[config.mk]
export PLATFORM = sky130hd
export DESIGN_NAME = ex_mem_stage
export DESIGN_NICKNAME = d
export VERILOG_FILES = /design/src/rtl/riscky_pkg.sv /design/src/rtl/branch_cond.sv /design/src/rtl/ex_mem_stage.sv
export SDC_FILE = /design/constraint.sdc
export NUM_CORES = 1
export LEC_CHECK = 0
export ABC_AREA = 1
export BUFFER_PORTS_ARGS = -buffer_cell sky130_fd_sc_hd__buf_2
export CELL_PAD_IN_SITES_DETAIL_PLACEMENT = 0
export CELL_PAD_IN_SITES_GLOBAL_PLACEMENT = 1
export CORE_MARGIN = 10
export CORE_UTILIZATION = 38
export DETAILED_ROUTE_END_ITERATION = 8
export PLACE_DENSITY = 0.93
export SETUP_SLACK_MARGIN = 0.1
export SLEW_MARGIN = 20
export SYNTH_ARGS = -nofsm -noshare
export SYNTH_HDL_FRONTEND = slang
export SYNTH_SLANG_ARGS = --single-unit
[constraint.sdc]
create_clock -name clk -period 9.95 [get_ports clk]
set_input_delay 0.995 -clock clk [delete_from_list [all_inputs] [get_ports clk]]
set_output_delay 0.995 -clock clk [all_outputs]
set_load 0.05 [all_outputs]
[src/rtl/riscky_pkg.sv]
// Shared encodings for the riscky pipeline: branch funct3 values, writeback selects
// and the default datapath width.
package riscky_pkg;

  localparam int XLEN_DEF = 32;

  typedef enum logic [2:0] {
    F3_BEQ  = 3'b000,
    F3_BNE  = 3'b001,
    F3_BLT  = 3'b100,
    F3_BGE  = 3'b101,
    F3_BLTU = 3'b110,
    F3_BGEU = 3'b111
  } funct3_e;

  typedef enum logic [1:0] {
    RS_ALU = 2'b00,
    RS_MEM = 2'b01,
    RS_PC4 = 2'b10,
    RS_IMM = 2'b11
  } result_src_e;

endpackage

[src/rtl/branch_cond.sv]
// Branch condition decode from funct3 and the flags of the A-B subtraction.
module branch_cond
  import riscky_pkg::*;
(
  input  logic [2:0] funct3_i,
  input  logic       v_i,
  input  logic       c_i,
  input  logic       z_i,
  input  logic       n_i,
  output logic       cond_o
);

  // C is the no-borrow carry, so unsigned less-than is ~C.
  always_comb begin
    cond_o = 1'b0;
    case (funct3_i)
      F3_BEQ:  cond_o = z_i;
      F3_BNE:  cond_o = ~z_i;
      F3_BLT:  cond_o = n_i ^ v_i;
      F3_BGE:  cond_o = ~(n_i ^ v_i);
      F3_BLTU: cond_o = ~c_i;
      F3_BGEU: cond_o = c_i;
      default: cond_o = 1'b0;
    endcase
  end

endmodule

[src/rtl/ex_mem_stage.sv]
// EX/MEM boundary: branch resolution, PC redirect, wrong-path squash, EX/MEM register
// under valid/ready, and saturating branch statistics.
module ex_mem_stage
  import riscky_pkg::*;
#(
  parameter int XLEN       = XLEN_DEF,
  parameter int KILL_SLOTS = 2,
  parameter int CNT_W      = 16,
  localparam int SQ_W      = $clog2(KILL_SLOTS + 2)
) (
  input  logic            clk,
  input  logic            rst,
  input  logic            in_valid,
  output logic            in_ready,
  input  logic [XLEN-1:0] alu_result,
  input  logic            alu_v,
  input  logic            alu_c,
  input  logic            alu_z,
  input  logic            alu_n,
  input  logic [XLEN-1:0] rs2_data,
  input  logic [XLEN-1:0] pc,
  input  logic [XLEN-1:0] imm,
  input  logic [2:0]      funct3,
  input  logic            branch,
  input  logic            jump,
  input  logic            jump_reg,
  input  logic            reg_write,
  input  logic            mem_write,
  input  logic [1:0]      result_src,
  input  logic [4:0]      rd_addr,
  input  logic            flush,
  input  logic            cnt_clr,
  output logic            pc_src,
  output logic [XLEN-1:0] pc_target,
  output logic            out_valid,
  input  logic            out_ready,
  output logic [XLEN-1:0] out_alu_result,
  output logic [XLEN-1:0] out_write_data,
  output logic [XLEN-1:0] out_pc_plus4,
  output logic [4:0]      out_rd,
  output logic [1:0]      out_result_src,
  output logic            out_reg_write,
  output logic            out_mem_write,
  output logic            out_misalign,
  output logic [CNT_W-1:0] branch_cnt,
  output logic [CNT_W-1:0] taken_cnt,
  output logic [SQ_W-1:0] squash_cnt
);

  // Handshake: fire = in_valid & in_ready & ~flush; in_ready = ~out_valid | out_ready.
  // A held bundle stays put while out_valid & ~out_ready.

  logic            cond;
  logic            fire, live, taken, misalign;
  logic [SQ_W-1:0] squash_q, squash_d;
  logic            valid_q;
  logic [CNT_W-1:0] branch_q, taken_q;

  branch_cond u_cond (
    .funct3_i (funct3),
    .v_i      (alu_v),
    .c_i      (alu_c),
    .z_i      (alu_z),
    .n_i      (alu_n),
    .cond_o   (cond)
  );

  assign in_ready  = ~valid_q | out_ready;
  assign fire      = in_valid & in_ready & ~flush;
  assign live      = fire & (squash_q == '0);
  assign taken     = live & (jump | (branch & cond));
  assign pc_target = jump_reg ? {alu_result[XLEN-1:1], 1'b0} : pc + imm;
  assign misalign  = taken & (pc_target[1:0] != 2'b00);
  assign pc_src    = taken & ~misalign & ~rst;

  always_comb begin
    squash_d = squash_q;
    if (flush)
      squash_d = '0;
    else if (pc_src)
      squash_d = SQ_W'(KILL_SLOTS);
    else if (fire && squash_q != '0)
      squash_d = squash_q - SQ_W'(1);
  end

  always_ff @(posedge clk or posedge rst) begin
    if (rst) begin
      squash_q       <= '0;
      valid_q        <= 1'b0;
      out_alu_result <= '0;
      out_write_data <= '0;
      out_pc_plus4   <= '0;
      out_rd         <= '0;
      out_result_src <= '0;
      out_reg_write  <= 1'b0;
      out_mem_write  <= 1'b0;
      out_misalign   <= 1'b0;
    end else begin
      squash_q <= squash_d;
      if (fire) begin
        valid_q <= live;
        if (live) begin
          out_alu_result <= alu_result;
          out_write_data <= rs2_data;
          out_pc_plus4   <= pc + XLEN'(4);
          out_rd         <= rd_addr;
          out_result_src <= result_src;
          out_reg_write  <= reg_write;
          out_mem_write  <= mem_write;
          out_misalign   <= misalign;
        end
      end else if (out_ready) begin
        valid_q <= 1'b0;
      end
    end
  end

  // Only redirecting branches count as taken; a misaligned target counts as a branch only.
  always_ff @(posedge clk or posedge rst) begin
    if (rst) begin
      branch_q <= '0;
      taken_q  <= '0;
    end else if (cnt_clr) begin
      branch_q <= '0;
      taken_q  <= '0;
    end else if (live && branch) begin
      if (branch_q != '1) branch_q <= branch_q + CNT_W'(1);
      if (pc_src && taken_q != '1) taken_q <= taken_q + CNT_W'(1);
    end
  end

  assign out_valid  = valid_q;
  assign branch_cnt = branch_q;
  assign taken_cnt  = taken_q;
  assign squash_cnt = squash_q;

endmodule
Yosys cells after proc, flatten, opt, wreduce, memory -nomap -nowiden:

Cells that the tools add are included.

* word-level logic and storage cells: 70
* input port bits: 153
* output and inout bits: 175
* bits in registers: 141

* muxes and demuxes: 13
* bitwise logic cells: 18
* $add $sub $neg: 5
* equal/unequal tests: 7
* reductions and logical operators: 15

Operators with widths (count)
* $mux W16: 6
* $add A16 B1 Y16 const B: 2
* $add A32 B3 Y32 const B: 1
* $add A32 B32 Y32: 1
* $mux W32: 1
* $ne A16 B16 Y1 const B: 2
* $eq A3 B3 Y1 const B: 4
* $reduce_bool A2 Y1: 6
* $and A1 B1 Y1: 8
* $not A1 Y1: 7
* $mux W2: 3
* $pmux W1 S6: 1
* $reduce_and A2 Y1: 3
* $eq A3 B1 Y1 const B: 1
* $logic_and A1 B1 Y1: 3
* $logic_not A3 Y1: 1
* $reduce_bool A3 Y1: 1
* $logic_not A2 Y1: 1
* $mux W1: 2
* $or A1 B1 Y1: 2
* $sub A2 B1 Y2 const B: 1
* $xor A1 B1 Y1: 1

Longest topological paths before layout:

Gate-level depths: netlist of run 1.

* word-level depth: 14
* gate-level depth with buffers: 15
* depth with buffers taken out: 15

Modules after synthesis:

Synthesis of run 1 repeated with hierarchy kept, for this count alone.

* cells, all modules: 1478
* area, all modules: 9557.9 µm²

By module, submodules not included
* ex_mem_stage: instances 1, seq. area each 3528.4 µm², cells each 1451, area an instance 9446.6 µm²
* branch_cond: instances 1, seq. area each 0.0 µm², cells each 27, area an instance 111.4 µm²

Worst setup path after synthesis of run 1:

No wires, ideal clock.

* kind: in2out
* start: input pc[0]
* end: output pc_target[12]
* required time: 8.955 ns
* setup slack: 6.081 ns
* arrival time: 2.874 ns
* stages on the path: 12
* path buffers: 0
* cell sequence: ha_1 -> inv_1 -> fa_1 -> inv_1 -> nand3_1 -> nand3_1 -> nand2_1 -> nand2_1 -> nand2_1 -> nand2_1 -> xnor2_1 -> o21ai_1

* cells in the longest elaborated chain, start to end: 2

RTL lines
* start, declared: RTL line ex_mem_stage.sv:21 `input logic [XLEN-1:0] pc,`
* $add A32 B32 Y32: RTL line ex_mem_stage.sv:72 `assign pc_target = jump_reg ? {alu_result[XLEN-1:1], 1'b0} : pc + imm;`
* $mux W32: RTL line ex_mem_stage.sv:72
* end, declared: RTL line ex_mem_stage.sv:34 `output logic [XLEN-1:0] pc_target,`

Every way passes these cells.

Final worst setup path of run 1:

* start: input pc[0]
* end: output pc_target[28]

Same word-level chain as after synthesis.

==> results summary, run 1 <==
The flow ran to the end, and the final reports show no timing, DRC or antenna violations. The final global-route overflow total came out at 0. The power per standard cell area is 209 nW/um2.

The total power is 2.55 mW. By startpoint and endpoint, the worst setup path is classified as in2out. The total CTS buffers is 17. Summed over all nets, the switching power comes to 1.22 mW. The startpoint identified for the worst register-to-register timing path is branch_cnt[0]$_DFFE_PP0P_. The maximum clock frequency came out at between 200 and 250 MHz.

TritonCTS built the clock tree. The global placer's final weighted congestion is 0.976. In the routed layout, each cell is associated on average with a via count of 4.91.

The count of cell types in the netlist is 45. The total iterations of the first detailed-routing run came out at 4. For this run, the post-layout net count is 1969. The final-report hold violation count was 0. The instance count of the mapped netlist came out at 1468. The register-to-register setup slack is about 7.6 ns.

The number of global-route vias before repair is 10281. The overall die area is 32100 um2. The relative slew slack is 31.0%. In this run the standard cell core region covers 25000 um2. The fraction of power consumed by sequential logic is 30.1%.

In the post-synthesis netlist, the biggest area contributors are dfrtp_1 (37%), nand2_1 (24%), nand3_1 (6.4%). The number of hold buffers added after cts came out at 0. For the pin with the worst max-slew slack, the measured transition is 1.03 ns. The die is 179 um wide. The portion of total power attributed to combinational logic is 43.7%. The biggest area consumer among synthesized cells is dfrtp_1. The peak fanout along the critical path came out at 4. In this run the static leakage power is 6.97 nW. Counting the fill cells in the layout gives 2616. The post-detailed-placement half-perimeter wirelength is between 20000 and 30000 um. The floorplan step set the die height to 179 um.

Dividing the detail-routed wire length by the instance count gives between 15 and 20 um. The number of I/O port buffers came out at 327. The required time of the worst setup path came out at around 9.0 ns. The clock passes through at most 2 buffers. The worst setup path is launched from an input pin.

The number of slew-limit violations in the final report came out at 0. The maximum number of pins on one net before global-route repair came out at 96. The hold path endpoint is out_pc_plus4[19]$_DFFE_PP0P_. After clock tree synthesis, the clock-pin slew on the worst setup and hold paths is 0.06 ns. In this run, synthesis produced a sequential element count of approximately 140. The global-route wire length before repair came out at 54700 um.

From synthesis to final layout, the design area changed by 26.3%. The final critical-path required period is 4.13 ns. The maximum resistive drop on vdd is 0.115 mV. The type of the most critical hold path is reg2reg.

The total of warnings raised by yosys came out at 0. In this run, the number of DRC markers left after iteration 0 of detailed routing was 758. The tool flagged a number of max-cap violations equal to 0. The launch point of the worst hold path is out_pc_plus4[19]$_DFFE_PP0P_. The post-CTS setup buffer count is 0.

Among all flip-flop cells after synthesis, the most frequent one is dfrtp_1. The number of antenna violations at the first check in global routing is 5. The mean post-synth cell area came out at 6.57 um2.

The cell sitting at the root of the clock tree is a clkbuf_16. Data on the critical path arrives at its endpoint at between 3 and 4 ns. The post-detailed-route DRC marker count came out at 0. The share of synthesized area in the top cell type comes to between 30% and 40%. The number of H-tree branching levels is 4. The number of I/O pins came out at 328. The switching power as a share of total power is 47.8%.

In the finished design, the share of the clock period the worst path needs comes to 41.5%. STA classifies the critical path endpoint as a primary output. The aggregate routed wire length came out at about 35000 um. The internal power contribution is 1.33 mW. The ratio of cells with drive above 1 in the final layout came out at 23.5%. The standard-cell row count came out at 58. In this run the critical register-to-register path is captured at branch_cnt[13]$_DFFE_PP0P_. The number of enable-type register cells in the synthesized netlist came out at 0. The starting density of the core came out at 38.5%.

The sequential area share after synthesis is 36.6%. Setup repair after global routing left no endpoint under its margin. The fraction of registers with async set/reset is 100%. The number of cells on the worst reg-to-reg path is 8. The worst hold path was traced through 2 stages. The clock group share of total power is between 20% and 30%.

The number of gates resized after cts came out at 0. The count of antenna-violating nets left after detailed routing is 0. The global-route usage over all layers is between 20% and 30%.

Across the routed clock network, the largest skew measured is 0.0162 ns. Measured on the finished design, the core utilization comes to 48.6%. The overall via count from detail_route came out at between 10000 and 15000. The cell area after synthesis is 9640 um2. The insertion delay to the later sink of the worst-skew pair came out at 0.42 ns.

The final-report setup violation count came out at 0. For this design, the sink count on the clock tree is 141. For the final routed database, the setup TNS stands at 0 ns. When the netlist entered floorplanning its net count stood at ~1700.
## per-layer routing
| metal | track usage, % | up-vias | part of all wire, % |
|---|---|---|---|
| met1 | 27.0 | 4786 | 43 |
| met4 | 7.82 | 2 | 2.6 |
| met3 | 4.59 | 46 | 7.1 |
| met5 | 0 | - | 0.037 |
| met2 | 35.5 | 332 | 48 |
| li1 | - | 5285 | - |
## flip-flops by register name (all words and copies together) (netlist names), 2 cells and up
| signal | count |
|---|---|
| out_write_data | 32 |
| out_result_src | 2 |
| out_pc_plus4 | 32 |
| taken_cnt | 16 |
| out_rd | 5 |
| squash_cnt | 2 |
| branch_cnt | 16 |
| out_alu_result | 32 |
## placed cells by master (no fill, tap or decap), types with 10 or more instances in the layout
cell,n
nand2_1,607
buf_2,327
inv_1,159
dfrtp_1,141
nand3_1,123
nor2_1,93
ha_1,35
a21oi_1,32
o21ai_0,31
o21ai_1,31
inv_2,26
nand4_1,22
nor3_1,22
xor2_1,20
clkbuf_16,17
a31oi_1,10
## critical path: stages
cell	delay (ns)
buf_2	0.10
ha_1	0.18
inv_1	0.06
fa_1	0.36
inv_1	0.12
nand3_1	0.09
nand3_1	0.16
nand2_1	0.07
nand2_1	0.11
nand2_1	0.06
nand2_1	0.16
nand2_1	0.09
nand3_1	0.09
nand3_1	0.11
nand2_1	0.10
buf_2	0.26
## power by group through the flow
| stage | Sequential [mW] | Clock (mW) | Combinational, mW |
|---|---|---|---|
| finish | 0.769 | 0.667 | 1.11 |
| global route | 0.787 | 0.713 | 1.19 |
| CTS | 0.769 | 0.684 | 1.12 |
| detailed placement | 0.778 | 0 | 1.12 |
| global placement | 0.773 | 0 | 1.11 |
| floorplan | 1.24 | 0 | 0.341 |
## Yosys cell counts, types with 2 or more instances
library cell and instances:
xor2_1 20, nor3_2 2, inv_2 27, o21ai_0 31
nor4_1 8, nor2_2 3, nand3_1 123, clkinv_1 5
or2_2 2, o21ai_1 31, nor4_2 2, nor2_4 5
a31o_2 2, or2_1 6, nand2_2 5, dfrtp_1 141
inv_1 160, clkbuf_1 14, nand4_1 22, xnor2_1 4
buf_1 12, ha_1 35, buf_4 4, nand3_2 3
or2_0 4, nor2_1 94, a31oi_1 10, a21oi_2 2
nand3b_1 6, nand2_1 607, o21bai_1 6, buf_2 7
a21oi_1 32, nor3_1 22
## logic make-up (layout without fill, tap and decap cells)
logic type      count (synthesis)  in the layout  share of synthesized area [%]
flops                         141            141                           36.6
fa+ha+maj                      36             36                           4.75
compound gates                121            121                           6.94
simple gates                  915            915                           40.1
mux                             1              1                          0.117
other cells                     0              4                              0
xor+xnor                       24             24                           2.18
buf+inv                       230            555                           9.32
## layout make-up
type                       count  area, um2  area share [%]
antenna                        4       10.0          0.0822
clock buffer                  18        439            3.61
clock inverter                14        175            1.44
inverter                     192        727            5.97
multi-input combinational   1097       5220            42.8
sequential                   141       3530            29.0
tap                          330        413            3.39
timing repair buffer         331       1670            13.7
## worst max-delay path by stage
stage | start | end | slack, ns | depth (start not counted)
2_1_floorplan | rst | branch_cnt[0]$_DFFE_PP0P_ | 5.17 | 1
3_3_place_gp | pc[0] | pc_target[28] | 5.85 | 16
3_5_place_dp | pc[0] | pc_target[28] | 5.84 | 16
4_1_cts | pc[0] | pc_target[28] | 5.83 | 16
5_1_grt | pc[0] | pc_target[28] | 5.63 | 16
6_report | pc[0] | pc_target[28] | 5.82 | 16
## through the flow
step	hold slack [ns]	area, um2	setup slack (ns)	instances
3_5_place_dp	0.459	11500	5.84	2091
2_1_floorplan	0.759	9640	5.17	1468
4_1_cts	0.476	12200	5.83	2123
3_3_place_gp	0.457	11500	5.85	2091
5_1_grt	0.490	12200	5.63	2126
6_report	0.474	12200	5.82	2127
Note: power is estimated with default switching activity, not from simulation.
==> run 2, diff against run 1 <==
--- a/config.mk
+++ b/config.mk
@@ -10,9 +10,9 @@
 export CELL_PAD_IN_SITES_DETAIL_PLACEMENT = 0
 export CELL_PAD_IN_SITES_GLOBAL_PLACEMENT = 1
 export CORE_MARGIN = 10
-export CORE_UTILIZATION = 38
+export CORE_UTILIZATION = 35
 export DETAILED_ROUTE_END_ITERATION = 8
-export PLACE_DENSITY = 0.93
+export PLACE_DENSITY = 0.87
 export SETUP_SLACK_MARGIN = 0.1
 export SLEW_MARGIN = 20
 export SYNTH_ARGS = -nofsm -noshare
==> constraint.sdc (replaced) <==
create_clock -name clk -period 4.1 [get_ports clk]
set_input_delay 0.41 -clock clk [delete_from_list [all_inputs] [get_ports clk]]
set_output_delay 0.41 -clock clk [all_outputs]
set_load 0.05 [all_outputs]
==> results summary, run 2 (synthesis results as in run 1) <==
The slew at the pin closest to its max-slew limit is 0.813 ns (-0.222 ns). The number of I/O pins came to 328 (unchanged). The startpoint of the worst-slack reg-to-reg timing path is squash_cnt[0]$_DFFE_PP0P_. The number of gates resized after cts came out at 0 (unchanged). The max-capacitance violation count came to 0 (unchanged).

The overall die area is 34600 um2 (+7.6%). The number of hold buffers added after cts is 0 (unchanged). The clock-pin slew reported for the worst setup and hold paths after clock tree synthesis came to 0.06 ns (about the same).

The most numerous cell type found on the critical path is nand2_1. The number of slew-limit violations in the final report came out at 0 (unchanged). The number of design-rule violations left by the first detailed-router iteration was 728 (-4.0%). The register-to-register setup slack came out at 1.91 ns (-5.67 ns). The critical path data arrival time came out at 2.53 ns (-0.60 ns). The worst setup skew after layout is 0.0163 ns (+0.0000952 ns).

The number of antenna violations at the first check in global routing came out at 2 (-3). The required time of the worst setup path came to 3.69 ns (-5.27 ns). The global-route usage over all layers came out at 20.7% (-0.76 points). The peak fanout along the critical path came to 4 (unchanged).

The path class of the tightest hold or removal check is in2async. The insertion delay to the later sink of the worst-skew pair came out at 0.43 ns (about the same). The post-detailed-placement half-perimeter wirelength is 28900 um (+2.8%). The ratio of cells with drive above 1 in the final layout is 23.5% (about the same).

The post-detailed-route DRC marker count came to 0 (unchanged). The standard cell with the maximum stage delay on the critical path is fa_1. The global placer's final weighted congestion came out at 0.918 (-5.9%). The global-route wire length before repair was 56100 um (+2.5%).

Walking the worst path, the cells encountered are buf_2, ha_1, inv_1, fa_1, inv_1, nand3_1, nand3_1, nand2_1, nand2_1, nand2_1, nand2_1, nand2_1, nand3b_1, nand3_1, nand2_1, buf_2. The met2 layer usage reported by global route was 35.1% (-0.44 points). The total negative slack for setup checks is 0 ns (unchanged). The final critical-path required period is about 2.9 ns.

The area inside the core boundary is 27000 um2 (+7.9%). The sequential standard cell area is 3530 um2 (unchanged). The number of global-route vias before repair came to 10345 (+0.62%).

In the layout the commonest cells are nand2_1 (607), buf_2 (327), inv_1 (159), dfrtp_1 (141), nand3_1 (123). The final-report hold violation count is 0 (unchanged). The total iterations of the first detailed-routing run was 5 (+1). The peak per-stage delay on the critical path was 0.35 ns (about the same). TritonCTS built the clock tree. The maximum resistive drop on vdd is 0.270 mV (+140%). The clock tree buffer depth came to 2 (unchanged). The worst setup path is launched from an input pin.

The post-route worst setup slack came to 1.16 ns (-4.66 ns). The static leakage is 6.99 nW (+0.32%). The starting density of the core came out at 35.7% (-2.8 points). The flow ran to the end, and the final reports show no timing, DRC or antenna violations. The most common cell after layout, fill and taps aside is nand2_1. From synthesis to final layout, the design area changed by 26.6%.

The destination of the worst register-to-register timing path is branch_cnt[12]$_DFFE_PP0P_. The final-report setup violation count came out at 0 (unchanged). The overall die height is 186 um (+3.7%). The met3 routing resource usage after global routing is 4.60% (+0.0099 points). In this run the clock root is driven by a clkbuf_16.

The number of H-tree branching levels is 4 (unchanged). The maximum clock frequency came out at about 340 MHz. The count of clock tree sinks came to 141 (unchanged). The final global-route overflow total is 0 (unchanged). The die width is 186 um (+3.7%). The count of antenna-violating nets left after detailed routing was 0 (unchanged).

The post-placement setup slack is 1.16 ns (-4.67 ns). The aggregate routed wire length came to 36200 um (+3.4%). The largest registers in the layout are out_alu_result x32, out_pc_plus4 x32, out_write_data x32. The area occupied by multi-input gates is 5210 um2 (about the same). The worst reg-to-reg path cell count came out at 10 (+2). The post-CTS setup buffer count came out at 0 (unchanged). The relative slew slack is 45.8% (+15 points). The number of filler cells placed in the layout is 2884 (+10%). The via density per instance came out at 4.87 (-0.83%). The period utilization is 71.7%.

The power per standard cell area came to 511 nW/um2 (+140%). The average wire per standard cell came out at 17.0 um (+3.0%). The total CTS buffers came out at 17 (unchanged). The standard-cell row count is 60 (+3.4%). The overall via count from detail_route came out at 10408 (-0.41%). Setup repair after global routing left no endpoint under its margin. The maximum number of pins on one net before global-route repair is 110 (+15%). The layout net count is 1971 (+0.10%).

The met1 usage was 25.5% (-1.4 points). STA classifies the critical path endpoint as a primary output. By startpoint and endpoint, the worst setup path is classified as in2out. The number of I/O port buffers came out at 327 (unchanged). The layer flagged by global routing as most heavily used is met2. The total power came out at 6.24 mW (+140%).
## run 2: cell count changes in the layout (fill, tap and decap cells not counted), sizes merged
cell / change
diode: -3
inv: -8
clkinvlp: -1
buf: +2
clkinv: +4
clkbuf: +3
bufinv: +1
## run 2: report_power, final
| part | internal, mW | total [mW] | switching, mW |
|---|---|---|---|
| clock | 1.02 | 1.66 | 0.638 |
| sequential | 1.71 | 1.86 | 0.158 |
| combinational | 0.592 | 2.72 | 2.13 |
## run 2: worst max path at each step
stage	startpoint	end	slack (ns)	cells after the start
5_1_grt	pc[0]	pc_target[28]	0.92	16
3_3_place_gp	pc[0]	pc_target[28]	1.18	16
6_report	pc[0]	pc_target[16]	1.16	16
4_1_cts	pc[0]	pc_target[28]	1.16	16
3_5_place_dp	pc[0]	pc_target[28]	1.16	16
2_1_floorplan	pc[0]	pc_target[12]	1.40	12
## run 2: cell type report
cell class                 instances  area share, %
antenna                            1         0.0205
clock buffer                      21           3.94
clock inverter                    10           1.13
inverter                         192           5.94
multi-input combinational       1097           42.7
sequential                       141           28.9
tap                              341           3.49
timing repair buffer             333           13.9
## run 2: critical path: cells and delay by family
kind / cells / cell delay (ns)
adder cells (fa/ha/maj): 2 / 0.52
buffers and inverters: 4 / 0.54
AND/OR/NAND/NOR: 10 / 1.04
## run 2: per-stage QoR
stage,std cells,util [%],instance area (um2),hold WS (ns)
2_1_floorplan,1468,-,9640,0.473
3_3_place_gp,2104,42.9,11600,0.456
3_5_place_dp,2104,42.9,11600,0.459
4_1_cts,2135,45.2,12200,0.139
5_1_grt,2136,45.2,12200,0.141
6_report,2136,45.2,12200,0.149
## run 2: per-layer routing
layer	vias up	wire length (um)
li1	5259	-
met1	4785	15600
met2	322	17400
met3	40	2370
met4	2	873
met5	-	18
==> run 3, diff against run 2 <==
--- a/config.mk
+++ b/config.mk
@@ -5,7 +5,7 @@
 export SDC_FILE = /design/constraint.sdc
 export NUM_CORES = 1
 export LEC_CHECK = 0
-export ABC_AREA = 1
+export ABC_AREA = 0
 export BUFFER_PORTS_ARGS = -buffer_cell sky130_fd_sc_hd__buf_2
 export CELL_PAD_IN_SITES_DETAIL_PLACEMENT = 0
 export CELL_PAD_IN_SITES_GLOBAL_PLACEMENT = 1
==> constraint.sdc (replaced) <==
create_clock -name clk -period 2.8 [get_ports clk]
set_input_delay 0.28 -clock clk [delete_from_list [all_inputs] [get_ports clk]]
set_output_delay 0.28 -clock clk [all_outputs]
set_load 0.05 [all_outputs]
==> results summary, run 3 <==
The run finished with clean final reports. The area inside the core boundary is 23300 um2 (-14%). The clock group share of total power came out at 27.1% (+0.6 points).

The routed length on met1 came out at 12400 um (-21%). In the post-synthesis netlist, the biggest area contributors are dfrtp_1 (43%), nand2_1 (14%), ha_1 (5.3%). The mean post-synth cell area came out at 8.23 um2 (+25%). The die width was 174 um (-6.7%).

The clock-pin slew reported for the worst setup and hold paths after clock tree synthesis is 0.07 ns (about the same). The final global-route overflow total is 0 (unchanged). The global-route wire length before repair is 48300 um (-14%). The peak fanout along the critical path came out at 5 (+1). The final critical path takes up 99.6% of the cycle.

The signed area change from the synthesized netlist to the final layout is 50.7%. The layout net count is 1600 (-19%). The most common cell in the synthesized netlist is nand2_1. The count of clock tree sinks is 141 (unchanged). The worst setup skew after layout came to 0.0117 ns (-0.00461 ns).

The starting density of the core was 35.4% (-0.28 points). The routed wire length on met3 came to 2530 um (+6.6%). The fraction of power consumed by sequential logic is 28.8% (-1.1 points). The instance count of the mapped netlist was 1003 (-32%). The static leakage is 6.22 nW (-11%). The final critical-path required period came out at 2.79 ns. The number of hold buffers added after cts is 0 (unchanged). The worst reg-to-reg path cell count came out at 8 (-2).

The via density per instance is 4.98 (+2.2%). The overall die area came out at 30100 um2 (-13%). The portion of netlist area occupied by mux cells is 0.121% (+0.0044 points).

The adder and majority cell fraction of the synthesized area came out at 5.55% (+0.80 points). The maximum resistive drop on vdd is 0.344 mV (+27%). The number of I/O pins is 328 (unchanged). The power per standard cell area came to 755 nW/um2 (+48%). The kind of start point of the critical path is an input pin. The non-filler instance count after layout was 1746 (-18%). The met2 wire length was 15400 um (-12%). The largest registers in the layout are out_alu_result x32, out_pc_plus4 x32, out_write_data x32. The slew at the pin closest to its max-slew limit was 0.907 ns (+0.0948 ns). The library cell used most frequently in the layout, excluding fill and tap cells, is nand2_1. The aggregate routed wire length came out at 31000 um (-15%). The required time of the worst setup path was 2.52 ns (-1.17 ns). The dominant combinational cell family by area after synthesis is simple AND/OR/NAND/NOR gates. The cell area after synthesis is 8260 um2 (-14%). The fraction of registers with async set/reset is 100% (unchanged).

The average wire per standard cell is 17.7 um (+4.5%). The total of warnings raised by yosys is 0 (unchanged). The final-report setup violation count came out at 0 (unchanged).

The number of flip-flops and latches in the synthesized netlist is 141 (unchanged). The post-detailed-route DRC marker count came out at 0 (unchanged). The total CTS buffers came out at 17 (unchanged). The number of antenna violations at the first check in global routing is 5 (+3). The worst hold path passes through 3 cells. STA classifies the critical path endpoint as a primary output. The post-route worst setup slack is 0.0126 ns (-1.15 ns).

Counting instances in the post-synthesis netlist gives the leading cell types as nand2_1 (316), dfrtp_1 (141), o21ai_0 (82). The post-detailed-placement half-perimeter wirelength was 23900 um (-17%). The insertion delay to the later sink of the worst-skew pair is 0.43 ns (about the same). The overall die height is 174 um (-6.7%). The complex-gate fraction of the synthesized area is 13.9% (+6.9 points). The maximum clock frequency came out at between 300 and 400 MHz. The global placer's final weighted congestion was 0.890 (-3.1%). The maximum number of pins on one net before global-route repair is 107 (-2.7%). The total instance count after detailed placement came to 1703 (-19%).

The switching power as a share of total power is 45.4% (-1.5 points). The top cell types in the final layout, fill and taps aside, are nand2_1 (313), buf_2 (297), dfrtp_1 (141), buf_4 (100), nor2_1 (64). The post-placement setup slack came to -0.303 ns (-1.47 ns). The final-report hold violation count is 0 (unchanged). The number of enable-type register cells in the synthesized netlist is 0 (unchanged). The internal power contribution is 5.13 mW (+55%). The type of the most critical hold path is in2reg.

The number of filler cells placed in the layout came out at 2208 (-23%). The overall via count from detail_route is 8696 (-16%). The portion of total power attributed to combinational logic is 44.0% (+0.4 points). The number of global-route vias before repair came out at 8766 (-15%).

The biggest area contributor in the post-synthesis netlist is dfrtp_1. The ratio of cells with drive above 1 in the final layout came to 38.4% (+15 points). The area share of the largest cell type after synthesis is 42.7% (+6.1 points).

The max-capacitance violation count is 0 (unchanged). The critical path data arrival time came out at 2.51 ns (-0.02 ns). The relative slew slack is 39.4% (-6.4 points). In the synthesized netlist the dominant register cell turns out to be dfrtp_1. The number of H-tree branching levels came out at 4 (unchanged). The number of design-rule violations left by the first detailed-router iteration is 666 (-8.5%). The total negative slack for setup checks was 0 ns (unchanged). The share of the synthesized netlist area taken by xor and xnor gates came out at 8.02% (+5.8 points). The number of slew-limit violations in the final report came out at 0 (unchanged).

The count of antenna-violating nets left after detailed routing came out at 0 (unchanged). The net count after synthesis was 1192 (-28%). The count of cell types in the netlist is 67 (+49%). The critical path is of the in2out type. The total iterations of the first detailed-routing run came out at 5 (unchanged).

The standard-cell row count is 56 (-6.7%). The clock tree buffer depth is 2 (unchanged). The final hold slack came out at 0.0399 ns (-0.109 ns).

The simple-gate area share of the yosys netlist is 26.7% (-13 points). The cell sitting at the root of the clock tree is a clkbuf_16. The global-route usage over all layers is 19.8% (-0.94 points). Setup repair after global routing could not meet its margin everywhere. The switching component of the power is 4.26 mW (+46%). The number of I/O port buffers is 327 (unchanged).

The highest metal layer carrying signal wires in the routed design is met5. The sequential area share after synthesis came out at 42.7% (+6.1 points). TritonCTS built the clock tree.
[run 3: changes by cell type in the layout (fill, tap and decap cells not counted), moves of 29 or more]
cell     previous run  this run
buf_2             327       297
buf_4               5       100
inv_1             159        21
nand2_1           607       313
nand3_1           123        28
nor2_1             94        64
xnor2_1             4        33
[run 3: power groups by stage]
stage	registers, mW	logic, mW	clock network, mW
floorplan	4.35	1.15	0
global placement	2.72	3.93	0
detailed placement	2.74	3.96	0
CTS	2.71	4.06	2.61
global route	2.77	4.39	2.68
finish	2.71	4.13	2.55
[run 3: worst max-delay path: stages]
cell and delay [ns]:
buf_8 0.10, ha_4 0.16, inv_2 0.05, fa_2 0.20, nor2b_2 0.05, o31a_1 0.27
o211a_4 0.25, o211a_4 0.26, o21a_1 0.22, a2111o_1 0.38, o221a_4 0.13, buf_8 0.15
[run 3: final cells by class]
cell class,count,area (um2),share of cell area (%)
inverter,24,93.8,0.754
clock buffer,19,443,3.56
timing repair buffer,431,2680,21.5
sequential,141,3530,28.4
antenna,3,7.51,0.0603
clock inverter,13,203,1.63
tap,319,399,3.21
multi-input combinational,796,5090,40.9
[run 3: repair_timing]
item,in CTS,in global routing
pin swaps,25,36
cloned,0,0
endpoints found under the setup margin,16,20
endpoints found under the hold margin,0,0
setup buffers,5,4
resized for setup,63,79
[run 3: per-stage QoR]
| stage | cell area, um2 | utilization, % | power, mW |
|---|---|---|---|
| CTS | 12000 | 51.6 | 9.38 |
| global route | 12400 | 53.3 | 9.84 |
| floorplan | 8410 | - | 5.50 |
| finish | 12400 | 53.3 | 9.39 |
| global placement | 11100 | 47.4 | 6.65 |
| detailed placement | 11100 | 47.4 | 6.70 |
[run 3: path summary, 6_finish.rpt]
| path | start | endpoint | slack [ns] |
|---|---|---|---|
| max in group asynchronous | rst | out_pc_plus4[12]$_DFFE_PP0P_ | 1.97 |
| worst min register to register | out_alu_result[25]$_DFFE_PP0P_ | out_alu_result[25]$_DFFE_PP0P_ | 0.47 |
| worst max-delay path | pc[0] | pc_target[26] | 0.01 |
| worst max register to register | taken_cnt[3]$_DFFE_PP0P_ | taken_cnt[11]$_DFFE_PP0P_ | 0.32 |
| min in group asynchronous | rst | branch_cnt[15]$_DFFE_PP0P_ | 0.06 |
| worst min-delay path | rs2_data[12] | out_write_data[12]$_DFFE_PP0P_ | 0.04 |
[run 3: per-layer routing]
| layer | vias up | track usage (%) |
|---|---|---|
| li1 | 4249 | - |
| met1 | 4080 | 22.6 |
| met2 | 317 | 34.1 |
| met3 | 46 | 6.95 |
| met4 | 4 | 5.88 |
| met5 | - | 0 |
[run 3: cell families (layout without fill, tap and decap cells)]
| kind of cell | Yosys count | after routing |
|---|---|---|
| buffers and inverters | 66 | 487 |
| AOI/OAI and AO/OA | 183 | 183 |
| adders and majority gates | 36 | 36 |
| and+or+nand+nor | 502 | 502 |
| xor gates and xnor gates | 74 | 74 |
| muxes | 1 | 1 |
| DFF | 141 | 141 |
| other | 0 | 3 |
